### src/rtl/pipeline_ctrl_pkg.sv
// ---------------------------------------------------------------------------
// pipeline_ctrl_pkg
// Shared definitions for the pipeline stall/flush sequencer.
//   REGBITS / regbits_t : register index width used for hazard compares
//   ST_* / pipe_state_t : sequencer state encoding (RUN, DWAIT, DRAIN, HALTED)
//   ctl_t               : bundle of pipeline control outputs
// ---------------------------------------------------------------------------
package pipeline_ctrl_pkg;

    localparam int REGBITS = 5;
    typedef logic [REGBITS-1:0] regbits_t;

    localparam logic [1:0] ST_RUN    = 2'd0;
    localparam logic [1:0] ST_DWAIT  = 2'd1;
    localparam logic [1:0] ST_DRAIN  = 2'd2;
    localparam logic [1:0] ST_HALTED = 2'd3;

    typedef enum logic [1:0] {
        RUN    = ST_RUN,
        DWAIT  = ST_DWAIT,
        DRAIN  = ST_DRAIN,
        HALTED = ST_HALTED
    } pipe_state_t;

    typedef struct packed {
        logic pc_en;
        logic en_ifid;
        logic en_idex;
        logic en_exmem;
        logic en_memwb;
        logic flush_ifid;
        logic flush_idex;
        logic flush_exmem;
        logic flush_memwb;
        logic dflush_req;
    } ctl_t;

    // Everything off: no enables, no flushes, no writeback request.
    function automatic ctl_t ctl_idle();
        ctl_t c;
        c = '0;
        return c;
    endfunction

endpackage

### src/rtl/pipeline_ctrl_hazard.sv
// ---------------------------------------------------------------------------
// hazard_unit
// Load-use hazard detect. Purely combinational so the forwarding logic can
// reuse the same compare.
//   memRead_EX : EX-stage instruction is a load
//   rt_EX      : load destination register in EX
//   rs_ID      : ID-stage source 1
//   rt_ID      : ID-stage source 2
//   lduse      : ID instruction consumes the EX load result next cycle
// ---------------------------------------------------------------------------
module hazard_unit
    import pipeline_ctrl_pkg::*;
#(
    parameter int REG_W = REGBITS
) (
    input  logic             memRead_EX,
    input  logic [REG_W-1:0] rt_EX,
    input  logic [REG_W-1:0] rs_ID,
    input  logic [REG_W-1:0] rt_ID,
    output logic             lduse
);

    // Register 0 is hardwired to zero, so a load into it never creates a hazard.
    always_comb begin
        lduse = memRead_EX & (rt_EX != '0) & ((rt_EX == rs_ID) | (rt_EX == rt_ID));
    end

endmodule

### src/rtl/pipeline_ctrl.sv
// ---------------------------------------------------------------------------
// pipeline_ctrl
// Stall/flush sequencer for the 5-stage pipeline. Drives the enable/flush
// pair of each pipeline latch and the PC enable, runs the halt-drain
// sequence with the dcache writeback handshake, and counts stall cycles.
//   CLK, RST           : clock, synchronous active-high reset
//   ihit, dhit         : icache hit, dcache hit/ack
//   dREN_MEM, dWEN_MEM : MEM-stage load / store
//   memRead_EX, rt_EX,
//   rs_ID, rt_ID       : load-use hazard inputs
//   taken_MEM          : branch/jump resolved taken in MEM
//   halt_MEM           : halt instruction in MEM
//   dflush_done        : dcache writeback complete
//   pc_en, en_*, flush_* : PC and latch controls (flush wins over enable)
//   dflush_req         : dcache writeback request
//   halt               : sticky halted flag
//   stall_cnt          : saturating count of pc_en=0 cycles outside HALTED
//   state              : current FSM state
//
// state  | meaning
// -------+-----------------------------------------------------------------
// RUN    | normal issue; priority dmiss > halt > taken > lduse > imiss
// DWAIT  | pipeline frozen until dcache acknowledges the MEM access
// DRAIN  | halt committing to WB, then dcache writeback handshake
// HALTED | everything off, halt=1; only reset leaves
// ---------------------------------------------------------------------------
module pipeline_ctrl
    import pipeline_ctrl_pkg::*;
#(
    parameter int CNT_W = 16,
    parameter int REG_W = REGBITS
) (
    input  logic             CLK,
    input  logic             RST,
    input  logic             ihit,
    input  logic             dhit,
    input  logic             dREN_MEM,
    input  logic             dWEN_MEM,
    input  logic             memRead_EX,
    input  logic [REG_W-1:0] rt_EX,
    input  logic [REG_W-1:0] rs_ID,
    input  logic [REG_W-1:0] rt_ID,
    input  logic             taken_MEM,
    input  logic             halt_MEM,
    input  logic             dflush_done,
    output logic             pc_en,
    output logic             en_IFID,
    output logic             en_IDEX,
    output logic             en_EXMEM,
    output logic             en_MEMWB,
    output logic             flush_IFID,
    output logic             flush_IDEX,
    output logic             flush_EXMEM,
    output logic             flush_MEMWB,
    output logic             dflush_req,
    output logic             halt,
    output logic [CNT_W-1:0] stall_cnt,
    output logic [1:0]       state
);

    localparam logic [CNT_W-1:0] CNT_ONE = {{(CNT_W-1){1'b0}}, 1'b1};
    localparam logic [CNT_W-1:0] CNT_MAX = {CNT_W{1'b1}};

    pipe_state_t      state_q;
    pipe_state_t      state_n;
    logic             drain_first_q;
    logic             halt_q;
    logic [CNT_W-1:0] stall_cnt_q;
    logic             lduse;
    logic             dmiss;
    ctl_t             ctl;
    ctl_t             ctl_out;

    hazard_unit #(
        .REG_W (REG_W)
    ) u_hazard (
        .memRead_EX (memRead_EX),
        .rt_EX      (rt_EX),
        .rs_ID      (rs_ID),
        .rt_ID      (rt_ID),
        .lduse      (lduse)
    );

    assign dmiss = (dREN_MEM | dWEN_MEM) & ~dhit;

    // RUN-state priority with the dcache miss already excluded. Flushed
    // latches keep their enable high; the latch gives flush precedence.
    function automatic ctl_t run_rules(input logic h, input logic tk,
                                       input logic lu, input logic ih);
        ctl_t c;
        c = ctl_idle();
        if (h || tk) begin
            c.pc_en       = tk & ~h;
            c.en_ifid     = 1'b1;
            c.en_idex     = 1'b1;
            c.en_exmem    = 1'b1;
            c.en_memwb    = 1'b1;
            c.flush_ifid  = 1'b1;
            c.flush_idex  = 1'b1;
            c.flush_exmem = 1'b1;
        end else if (lu || !ih) begin
            // Hold PC and IF/ID, push a bubble into ID/EX, let older work drain.
            c.en_idex    = 1'b1;
            c.en_exmem   = 1'b1;
            c.en_memwb   = 1'b1;
            c.flush_idex = 1'b1;
        end else begin
            c.pc_en    = 1'b1;
            c.en_ifid  = 1'b1;
            c.en_idex  = 1'b1;
            c.en_exmem = 1'b1;
            c.en_memwb = 1'b1;
        end
        return c;
    endfunction

    always_comb begin
        ctl     = ctl_idle();
        state_n = state_q;
        unique case (state_q)
            RUN: begin
                if (dmiss) begin
                    state_n = DWAIT;
                end else begin
                    ctl = run_rules(halt_MEM, taken_MEM, lduse, ihit);
                    if (halt_MEM) state_n = DRAIN;
                end
            end
            DWAIT: begin
                // A branch or halt parked in MEM is only acted on once the
                // access completes.
                if (dhit) begin
                    ctl     = run_rules(halt_MEM, taken_MEM, lduse, ihit);
                    state_n = halt_MEM ? DRAIN : RUN;
                end
            end
            DRAIN: begin
                ctl.en_memwb   = drain_first_q;
                ctl.dflush_req = ~drain_first_q;
                if (dflush_done && !drain_first_q) state_n = HALTED;
            end
            HALTED: begin
                state_n = HALTED;
            end
            default: begin
                state_n = RUN;
            end
        endcase
    end

    // Reset forces bubbles everywhere without waiting for a clock edge.
    always_comb begin
        ctl_out = ctl;
        if (RST) begin
            ctl_out             = ctl_idle();
            ctl_out.flush_ifid  = 1'b1;
            ctl_out.flush_idex  = 1'b1;
            ctl_out.flush_exmem = 1'b1;
            ctl_out.flush_memwb = 1'b1;
        end
    end

    always_ff @(posedge CLK) begin
        if (RST) begin
            state_q       <= RUN;
            drain_first_q <= 1'b1;
            halt_q        <= 1'b0;
            stall_cnt_q   <= '0;
        end else begin
            state_q       <= state_n;
            // Set on every non-DRAIN cycle so the first DRAIN cycle sees it high.
            drain_first_q <= (state_q != DRAIN);
            if (state_q == DRAIN && state_n == HALTED) begin
                halt_q <= 1'b1;
            end
            if (state_q != HALTED && !ctl.pc_en && stall_cnt_q != CNT_MAX) begin
                stall_cnt_q <= stall_cnt_q + CNT_ONE;
            end
        end
    end

    assign pc_en       = ctl_out.pc_en;
    assign en_IFID     = ctl_out.en_ifid;
    assign en_IDEX     = ctl_out.en_idex;
    assign en_EXMEM    = ctl_out.en_exmem;
    assign en_MEMWB    = ctl_out.en_memwb;
    assign flush_IFID  = ctl_out.flush_ifid;
    assign flush_IDEX  = ctl_out.flush_idex;
    assign flush_EXMEM = ctl_out.flush_exmem;
    assign flush_MEMWB = ctl_out.flush_memwb;
    assign dflush_req  = ctl_out.dflush_req;
    assign halt        = halt_q;
    assign stall_cnt   = stall_cnt_q;
    assign state       = state_q;

endmodule

### config.mk
export PLATFORM = sky130hd
export DESIGN_NAME = pipeline_ctrl
export DESIGN_NICKNAME = d
export VERILOG_FILES = /design/src/rtl/pipeline_ctrl_pkg.sv /design/src/rtl/pipeline_ctrl_hazard.sv /design/src/rtl/pipeline_ctrl.sv
export SDC_FILE = /design/constraint.sdc
export NUM_CORES = 1
export LEC_CHECK = 0
export BUFFER_PORTS_ARGS = -buffer_cell sky130_fd_sc_hd__clkbuf_2
export CAP_MARGIN = 20
export CORE_ASPECT_RATIO = 0.9
export CORE_UTILIZATION = 41
export CTS_CLUSTER_SIZE = 28
export DETAILED_ROUTE_END_ITERATION = 8
export MAX_ROUTING_LAYER = met4
export PLACE_DENSITY = 0.83
export SLEW_MARGIN = 20
export SYNTH_ARGS = -nofsm -noshare
export SYNTH_HDL_FRONTEND = slang
export SYNTH_SLANG_ARGS = --single-unit
### constraint.sdc
create_clock -name CLK -period 1.95 [get_ports CLK]
set_input_delay 0.195 -clock CLK [delete_from_list [all_inputs] [get_ports CLK]]
set_output_delay 0.195 -clock CLK [all_outputs]
set_load 0.01 [all_outputs]
==> results.tsv, run 1 <==
stage	metric	value	unit
grt	grtUsageTotal	21.88	%
worst_setup_path	path_max_fanout	24	
final_layout	final_area	0.001670	mm^2
final_layout	final.fill_count	222	
logic_synthesis	ys_seq_elements	20	
timing	tns	0	ps
timing	relSlewSlack	77.69	%
job	cap_violations	0	
die	initial_core_util	45.31	%
timing	worst_pin_slew	334.6	ps
power_and_ir_drop	power.switching	261.0	uW
die	core	0.002574	mm^2
route	wire_per_inst	11.64	um
timing	fmax	521.3	MHz
route	ant_nets	0	
route	viasPerCell	5.119	
logic_synthesis	async_flop_share	0	%
final_layout	stdcell_count	252	
power_and_ir_drop	sw_frac_of_total	26.02	%
final_layout	nets	241	
clocking	cts_tree	done	
worst_setup_path	critPathCaptureType	flip-flop	
power_and_ir_drop	sequentialPowerShare	43.8	%
clocking	clk_pin_slew_worst_paths	120	ps
logic_synthesis	synth.distinct_cells	35	
logic_synthesis	synth-main-ff-cell	dfxtp_1	
timing	rsz0062_at_grt	yes	
logic_synthesis	synthMostInstantiatedCell	dfxtp_1	
logic_synthesis	syn_area	0.001166	mm^2
worst_setup_path	cp.required	2140	ps
timing	hold_violations	0	
route	vias	1290	
clocking	root_buffer	clkbuf_4	
logic_synthesis	synth_edf_count	0	
timing	final.min_clock_period	1918	ps
logic_synthesis	synthTopCellsByArea	dfxtp_1 (34%), xor2_1 (9.0%), a21oi_1 (6.9%)	
power_and_ir_drop	combinationalPowerShare	22.7	%
die	die_w	58.22	um
grt	grt_max_degree	25	
outcome	status	completed	
route	drc	0	
place	portBuffers	53	
clocking	clk_path_buf_depth	2	
logic_synthesis	yosys-top-cells-count	dfxtp_1 (20), a21oi_1 (16), nor2_1 (15), xor2_1 (12)	
power_and_ir_drop	peakVddDrop	0.0004075	V
timing	finClkSkew	6.986	ps
worst_setup_path	arrival	2110	ps
worst_hold_path	hold_path_class	in2reg	
grt	grt_pass1_wl	4968	um
clocking	numCtsBuffers	3	
die	pin_count	54	
grt	antenna_found_initial	0	
clocking	cts_sinks	20	
die	die_h	52.60	um
timing	final_max_slew_viol_count	0	
power_and_ir_drop	powerDensity	600.6	mW/mm^2
logic_synthesis	synth_nets	172	
worst_setup_path	criticalPathCategory	reg2reg	
final_layout	drive_above_1_share	42.06	%
logic_synthesis	avgSynthCellArea	7.987	um^2
logic_synthesis	synthCells	146	
power_and_ir_drop	p_int	742.1	uW
clocking	insertion_delay	300	ps
logic_synthesis	netlist.area_leader.share	34.33	%
grt	grt_pass1_vias	1146	
final_layout	fin_util	64.90	%
logic_synthesis	ys_seq_area_share	34.33	%
final_layout	area_growth	43.24	%
die	rows	17	
grt	globalRouteOverflowTotal	0	
place	placed_cell_area	0.001555	mm^2
route	drt_pass1_iterations	4	
place	dp_cells	245	
logic_synthesis	yosys_warnings	0	
place	hpwlAfterDp	2232	um
route	dr.first_iter.drc_count	18	
clocking	htreeDepth	1	
power_and_ir_drop	clock_power_share	33.6	%
place	gp_congestion	0.7962	
power_and_ir_drop	p_leak	0.0007297	uW
route	routed_wl	2933	um
worst_setup_path	start_kind	flip-flop	
logic_synthesis	yosys.area.top_type	dfxtp_1	
clocking	cts.hold.buffers_added	0	
timing	setup_viol	0	
final_layout	num_antenna_cells	0	
timing	period_share	98.38	%
die	die_area	0.003062	mm^2
layer usage:
| layer | GRT usage [%] | vias to the layer above | share of wire, % |
|---|---|---|---|
| met1 | 26.70 | 576 | 47 |
| met3 | 4.691 | 2 | 4.9 |
| li1 | - | 668 | - |
| met2 | 37.16 | 44 | 47 |
| met5 | - | - | 0 |
| met4 | 5.159 | 0 | 0.41 |
flip-flops by register name, indices dropped and copies added, names as in the netlist:
register and cells:
drain_first_q 1, halt 1, stall_cnt 16, state 2
worst paths after layout:
| path | slack, ps | end | start | cells past startpoint |
|---|---|---|---|---|
| hold / removal | 150 | halt$_SDFFE_PP0P_ | dflush_done | 3 |
| hold reg to reg | 490 | halt$_SDFFE_PP0P_ | halt$_SDFFE_PP0P_ | 2 |
| setup reg to reg | 30 | stall_cnt[1]$_SDFFE_PP0P_ | stall_cnt[2]$_SDFFE_PP0P_ | 8 |
| setup / recovery | 30 | stall_cnt[1]$_SDFFE_PP0P_ | stall_cnt[2]$_SDFFE_PP0P_ | 8 |
worst max-delay path, cell delays in order, from the launching register on:
cell and delay (ps):
dfxtp_1 400, nand4_1 180, nor4_1 380, a21oi_1 100, o31a_1 150, nor2_2 170, buf_12 170, mux2i_1 190
nor2_1 50
cell usage in the layout, fill, tap and decap left out, types with 2 or more instances in the layout:
cell and count:
nor2b_1 3, clkbuf_2 52, nor2_1 14, inv_1 2, nor3_1 2, clkbuf_4 3, o31ai_1 3, nand4_1 5
dfxtp_1 16, o21bai_1 2, o21ai_1 10, and2_1 2, dfxtp_2 4, o21ai_0 2, nand3_1 6, buf_4 19
xor2_1 12, or4_1 4, or3_1 10, nand2_1 7, a21oi_1 16, nor3_2 2
kinds of logic (layout without fill, tap and decap cells):
family	after synthesis	after routing	synth area share, %
adder cells (fa/ha/maj)	1	1	1.073
flip-flops	20	20	34.33
buffers and inverters	11	79	6.115
multiplexers	1	1	0.8584
XOR/XNOR	12	12	9.013
AND/OR/NAND/NOR	62	62	29.83
AO/OA/AOI/OAI	39	39	18.78
power groups by stage:
stage	Sequential (uW)	Combinational (uW)	Clock [uW]
after floorplan	450	112	0
after global placement	441	207	0
after detailed placement	442	211	0
after CTS	434	217	344
after global routing	441	250	363
final	439	228	337
stage by stage:
step	hold slack (ps)	power, uW	setup slack (ps)
global route	170.4	1054	-108.8
finish	150.1	1003	31.66
floorplan	335.6	561.9	21.72
global placement	456.2	648.5	52.82
CTS	144.5	994.3	29.88
detailed placement	470.3	652.3	-24.60
cell type report:
cell class	instances	area (um^2)	area share [%]
well taps	38	47.55	2.846
inverters	2	7.507	0.4494
flip-flops and latches	20	405.4	24.27
multi-input cells	115	729.5	43.67
clock inverters	1	30.03	1.798
clock buffers	3	22.52	1.348
repair buffers	73	427.9	25.62
what timing repair did:
| action | 4_1_cts | 5_1_grt |
|---|---|---|
| resized for setup | 5 | 9 |
| pin swaps | 0 | 6 |
| setup endpoints to repair | 4 | 16 |
| buffers inserted | 1 | 2 |
(Power assumes the default switching activity.)
==> run 2: changes to the inputs <==
--- a/config.mk
+++ b/config.mk
@@ -13,6 +13,7 @@
 export DETAILED_ROUTE_END_ITERATION = 8
 export MAX_ROUTING_LAYER = met4
 export PLACE_DENSITY = 0.83
+export REMOVE_ABC_BUFFERS = 1
 export SLEW_MARGIN = 20
 export SYNTH_ARGS = -nofsm -noshare
 export SYNTH_HDL_FRONTEND = slang
==> results.tsv, run 2 (synthesis results as in run 1) <==
stage	metric	value	unit
timing	period_share	98.78	%
final_layout	drive_above_1_share	44.60	%
worst_setup_path	critPathTopFamily	simple AND/OR/NAND/NOR gates	
outcome	status	completed	
final_layout	num_antenna_cells	0	
power_and_ir_drop	peakVddDrop	0.0002610	V
place	portBuffers	53	
worst_setup_path	criticalPathCategory	reg2reg	
timing	rsz0062_at_grt	yes	
final_layout	largest_reg_flops	16	
worst_setup_path	start_kind	flip-flop	
worst_setup_path	r2r-end	stall_cnt[14]$_SDFFE_PP0P_	
final_layout	layout_commonest_cell	clkbuf_2	
die	die_h	52.60	um
power_and_ir_drop	clock_power_share	22.9	%
final_layout	nets	241	
final_layout	area_growth	45.39	%
worst_setup_path	cp_cell_sequence	ha_4 > nand4_1 > nor4_2 > a21oi_2 > nor4b_4 > nor2_4 > buf_12 > or4_4 > a21oi_2	
worst_setup_path	r2r_cells	9	
die	core	0.002574	mm^2
power_and_ir_drop	total_power	883.3	uW
job	cap_violations	0	
worst_hold_path	hold_path_class	in2reg	
worst_setup_path	path_max_fanout	12	
route	drc	0	
grt	grt_pass1_vias	1107	
timing	worst_pin_slew	309.9	ps
clocking	clk_path_buf_depth	2	
place	gp_congestion	0.7975	
clocking	htreeDepth	1	
worst_setup_path	crit_path_top_delay_cell	or4_4	
timing	relSlewSlack	79.20	%
die	die_w	58.22	um
power_and_ir_drop	p_leak	0.0007297	uW
final_layout	layout_common_cells	clkbuf_2 (53), dfxtp_1 (17), buf_4 (17), nor2_1 (14)	
clocking	cts_sinks	20	
clocking	clk_pin_slew_worst_paths	110	ps
power_and_ir_drop	p_int	617.7	uW
worst_setup_path	ff2ff_setup_slack	20	ps
power_and_ir_drop	sw_frac_of_total	30.07	%
grt	grtUsageTotal	20.74	%
grt	grt_max_degree	25	
route	dr.first_iter.drc_count	29	
route	ant_nets	0	
worst_setup_path	critPathCaptureType	flip-flop	
worst_setup_path	slowest_delay	410	ps
worst_setup_path	cp.depth	9	
die	die_area	0.003062	mm^2
worst_setup_path	arrival	2180	ps
grt	globalRouteOverflowTotal	0	
clocking	insertion_delay	310	ps
grt	antenna_found_initial	0	
place	dp_cells	245	
route	vias	1292	
power_and_ir_drop	sequentialPowerShare	49.6	%
route	wire_per_inst	12.03	um
clocking	cts.hold.buffers_added	0	
route	drt_pass1_iterations	4	
route	viasPerCell	5.147	
timing	tns	0	ps
worst_setup_path	cp-startpoint	stall_cnt[0]$_SDFFE_PP0P_	
die	pin_count	54	
place	hpwlAfterDp	2239	um
timing	hold_violations	0	
clocking	root_buffer	clkbuf_4	
final_layout	final_area	0.001695	mm^2
die	rows	17	
power_and_ir_drop	combinationalPowerShare	27.5	%
worst_setup_path	crit_buf_inv	1	
place	placed_cell_area	0.001555	mm^2
timing	fmax	519.1	MHz
power_and_ir_drop	power.switching	265.6	uW
power_and_ir_drop	powerDensity	521.0	mW/mm^2
timing	final.min_clock_period	1926	ps
timing	final_max_slew_viol_count	0	
final_layout	final.fill_count	214	
worst_setup_path	endpoint	stall_cnt[14]$_SDFFE_PP0P_	
clocking	numCtsBuffers	3	
route	routed_wl	3020	um
clocking	cts_tree	done	
worst_setup_path	crit_top_cell	a21oi_2	
worst_setup_path	r2r_start	stall_cnt[0]$_SDFFE_PP0P_	
final_layout	stdcell_count	251	
timing	setup_viol	0	
timing	finClkSkew	2.265	ps
grt	grt_pass1_wl	4754	um
die	initial_core_util	45.31	%
worst_setup_path	cp.required	2210	ps
## run 2: changes by cell type in the layout (fill, tap and decap cells not counted), sizes merged
cell    before  now
buf         21   19
clkbuf      55   57
bufinv       1    0
## run 2: power groups by stage
| stage | clock network, uW | logic [uW] | registers [uW] |
|---|---|---|---|
| after global placement | 0 | 206 | 440 |
| after floorplan | 0 | 87.1 | 450 |
| after global routing | 225 | 268 | 440 |
| after detailed placement | 0 | 211 | 441 |
| final | 202 | 243 | 438 |
| after CTS | 203 | 216 | 432 |
## run 2: cell type report
cell class / instances / area, um^2 / area share [%]
sequential: 20 / 404.1 / 23.84
inverter: 2 / 7.507 / 0.4428
multi-input combinational: 115 / 764.5 / 45.09
clock buffer: 3 / 22.52 / 1.328
timing repair buffer: 73 / 449.2 / 26.49
tap: 38 / 47.55 / 2.804
## run 2: metal layers
layer	wire length, um	part of all wire (%)	up-vias	GRT usage [%]
li1	-	-	662	-
met1	1382	46	579	24.25
met2	1442	48	46	35.82
met3	147	4.9	5	3.951
met4	48	1.6	0	7.143
met5	0	0	-	-
## run 2: worst register-to-register path: cells and delay by family (launching register included)
kind	cells	cell delay, ps
flops	1	350
fa+ha+maj	1	150
compound gates	2	240
simple gates	5	970
buf+inv	1	150
## run 2: worst min-delay path by stage
stage / from / to / slack, ps / cells past startpoint
6_report: dflush_done / halt$_SDFFE_PP0P_ / 150 / 3
5_1_grt: dflush_done / halt$_SDFFE_PP0P_ / 170 / 3
4_1_cts: dflush_done / halt$_SDFFE_PP0P_ / 150 / 3
3_5_place_dp: dflush_done / halt$_SDFFE_PP0P_ / 470 / 3
3_3_place_gp: dflush_done / halt$_SDFFE_PP0P_ / 460 / 3
2_1_floorplan: RST / stall_cnt[10]$_SDFFE_PP0P_ / 260 / 1
## run 2: stage by stage
step                utilization, %  setup slack, ps  hold slack (ps)
finish                       65.87            23.74            149.3
global route                 65.87           -96.71            171.7
CTS                          61.84            4.524            152.6
detailed placement           60.43           -49.20            473.0
global placement             60.43            35.46            460.6
floorplan                        -           -81.86            264.1
## run 2: repair_timing
item                                    4_1_cts  5_1_grt
setup buffers                                 0        1
gates resized for setup                       5       15
endpoints found under the setup margin        3       17
pin swaps                                     1       11
gates cloned                                  0        2
==> run 3: changes to the inputs <==
--- a/config.mk
+++ b/config.mk
@@ -7,8 +7,10 @@
 export LEC_CHECK = 0
 export BUFFER_PORTS_ARGS = -buffer_cell sky130_fd_sc_hd__clkbuf_2
 export CAP_MARGIN = 20
+export CELL_PAD_IN_SITES_DETAIL_PLACEMENT = 2
+export CELL_PAD_IN_SITES_GLOBAL_PLACEMENT = 2
 export CORE_ASPECT_RATIO = 0.9
-export CORE_UTILIZATION = 41
+export CORE_UTILIZATION = 22
 export CTS_CLUSTER_SIZE = 28
 export DETAILED_ROUTE_END_ITERATION = 8
 export MAX_ROUTING_LAYER = met4
==> results.tsv, run 3 (synthesis results as in run 1) <==
stage	metric	value	unit
power_and_ir_drop	power.switching	307.3	uW
route	drc	0	
route	dr.first_iter.drc_count	47	
timing	relSlewSlack	76.28	%
clocking	cts_sinks	20	
grt	globalRouteOverflowTotal	0	
power_and_ir_drop	sw_frac_of_total	29.22	%
worst_hold_path	worstHoldStart	dflush_done	
worst_setup_path	cp-startpoint	stall_cnt[1]$_SDFFE_PP0P_	
worst_hold_path	hold_path_class	in2reg	
route	ant_nets	0	
die	initial_core_util	23.39	%
outcome	violations	negative setup slack	
worst_setup_path	crit_top_cell	a21oi_2	
timing	timing.hold.ws	210.3	ps
worst_hold_path	hold_end	halt$_SDFFE_PP0P_	
clocking	clk_path_buf_depth	2	
final_layout	largest_reg_flops	16	
place	gp_congestion	0.7182	
route	wire_per_inst	17.57	um
timing	hold_violations	0	
timing	tns	-141.7	ps
place	portBuffers	53	
final_layout	fin_util	38.15	%
worst_setup_path	critPathTopFamily	simple AND/OR/NAND/NOR gates	
grt	gr-usage-met2	32.08	%
timing	fmax	500.6	MHz
clocking	clk_pin_slew_worst_paths	80	ps
die	rows	24	
timing	final.min_clock_period	1998	ps
timing	setup_viol	6	
grt	grt_pass1_vias	1547	
grt	grt_use_met1	21.47	%
worst_setup_path	cp.required	2160	ps
worst_setup_path	slowest_delay	470	ps
worst_setup_path	crit_path_top_delay_cell	or4_4	
clocking	cts_tree	done	
place	place_ws	-99.64	ps
die	die_area	0.005596	mm^2
timing	rsz0062_at_grt	yes	
power_and_ir_drop	peakVddDrop	0.0002971	V
final_layout	nets	254	
worst_setup_path	arrival	2210	ps
worst_setup_path	criticalPathCategory	reg2reg	
final_layout	num_antenna_cells	0	
die	pin_count	54	
worst_setup_path	critPathCaptureType	flip-flop	
power_and_ir_drop	p_int	744.3	uW
grt	grt_busiest_layer	met2	
worst_setup_path	r2r_start	stall_cnt[1]$_SDFFE_PP0P_	
grt	grtUsageTotal	17.97	%
final_layout	drive_above_1_share	50.22	%
timing	final.setup.worst_slack	-47.53	ps
worst_hold_path	holdPathStages	3	
clocking	insertion_delay	270	ps
outcome	status	finished with violations	
route	routed_wl	5131	um
clocking	cts.hold.buffers_added	0	
worst_setup_path	r2r_cells	9	
power_and_ir_drop	p_leak	0.0008212	uW
grt	grtUsageMet3	3.484	%
timing	period_share	102.4	%
timing	final_max_slew_viol_count	0	
power_and_ir_drop	powerDensity	553.0	mW/mm^2
route	drt_pass1_iterations	4	
clocking	numCtsBuffers	3	
timing	worst_pin_slew	355.8	ps
route	viasPerCell	4.959	
clocking	htreeDepth	1	
grt	grt_max_degree	18	
worst_setup_path	ff2ff_setup_slack	-50	ps
worst_setup_path	r2r-end	stall_cnt[14]$_SDFFE_PP0P_	
die	core	0.004985	mm^2
grt	grt_pass1_wl	7576	um
power_and_ir_drop	combinationalPowerShare	27.2	%
worst_setup_path	crit_buf_inv	1	
final_layout	final.fill_count	593	
final_layout	layout_commonest_cell	clkbuf_2	
power_and_ir_drop	clock_power_share	31.1	%
job	cap_violations	0	
worst_setup_path	cp_cell_sequence	ha_4 > nand4_1 > nor4_2 > a21oi_2 > nor4b_4 > nor2_4 > buf_12 > or4_4 > a21oi_2	
grt	antenna_found_initial	0	
route	vias	1448	
die	die_h	71.07	um
die	die_w	78.74	um
final_layout	layout_common_cells	clkbuf_2 (52), buf_4 (29), dfxtp_1 (17), nor2_1 (14), xor2_1 (12)	
worst_setup_path	path_max_fanout	6	
final_layout	area_growth	63.09	%
clocking	root_buffer	clkbuf_8	
worst_setup_path	start_kind	flip-flop	
place	dp_cells	278	
place	hpwlAfterDp	3507	um
final_layout	stdcell_count	292	
timing	finClkSkew	7.813	ps
power_and_ir_drop	sequentialPowerShare	41.7	%
[run 3: worst max-delay path by stage]
stage | endpoint | slack (ps) | depth (start not counted)
after floorplan | pc_en | -80 | 6
after global routing | stall_cnt[14]$_SDFFE_PP0P_ | -140 | 9
after detailed placement | stall_cnt[10]$_SDFFE_PP0P_ | -100 | 9
after CTS | stall_cnt[1]$_SDFFE_PP0P_ | -50 | 8
after global placement | stall_cnt[10]$_SDFFE_PP0P_ | -20 | 9
final | stall_cnt[14]$_SDFFE_PP0P_ | -50 | 9
[run 3: routing by layer]
metal  part of all wire [%]  up-vias  wire [um]
met5                      0        -          0
li1                       -      687          -
met4                    1.2        0         64
met3                    3.4        9        172
met2                     52       30       2671
met1                     43      722       2223
[run 3: worst min-delay path: cells and delay by family]
family          cells  cell delay, ps
buf+inv             1              90
simple gates        1              80
compound gates      1              70
[run 3: what timing repair did]
action / 4_1_cts / 5_1_grt
gates cloned: 1 / 2
pin swaps: 8 / 11
buffers inserted: 2 / 6
gates resized for setup: 11 / 18
setup endpoints to repair: 13 / 22
[run 3: cell type report]
type	count	area [um^2]	area share, %
clock buffer	4	55.05	2.895
sequential	20	406.6	21.38
multi-input combinational	115	787.0	41.38
inverter	2	7.507	0.3947
timing repair buffer	86	564.3	29.67
tap	65	81.33	4.276
[run 3: stage by stage]
stage               power (uW)  cell area (um^2)
global route              1104              1902
global placement         659.0              1634
floorplan                537.5              1102
CTS                       1029              1775
finish                    1052              1902
detailed placement       671.0              1634
[run 3: power by group through the flow]
stage | combinational (uW) | clock, uW | sequential, uW
3_3_place_gp | 217 | 0 | 442
3_5_place_dp | 227 | 0 | 444
6_report | 286 | 327 | 439
4_1_cts | 258 | 332 | 439
5_1_grt | 312 | 352 | 440
2_1_floorplan | 87.1 | 0 | 450
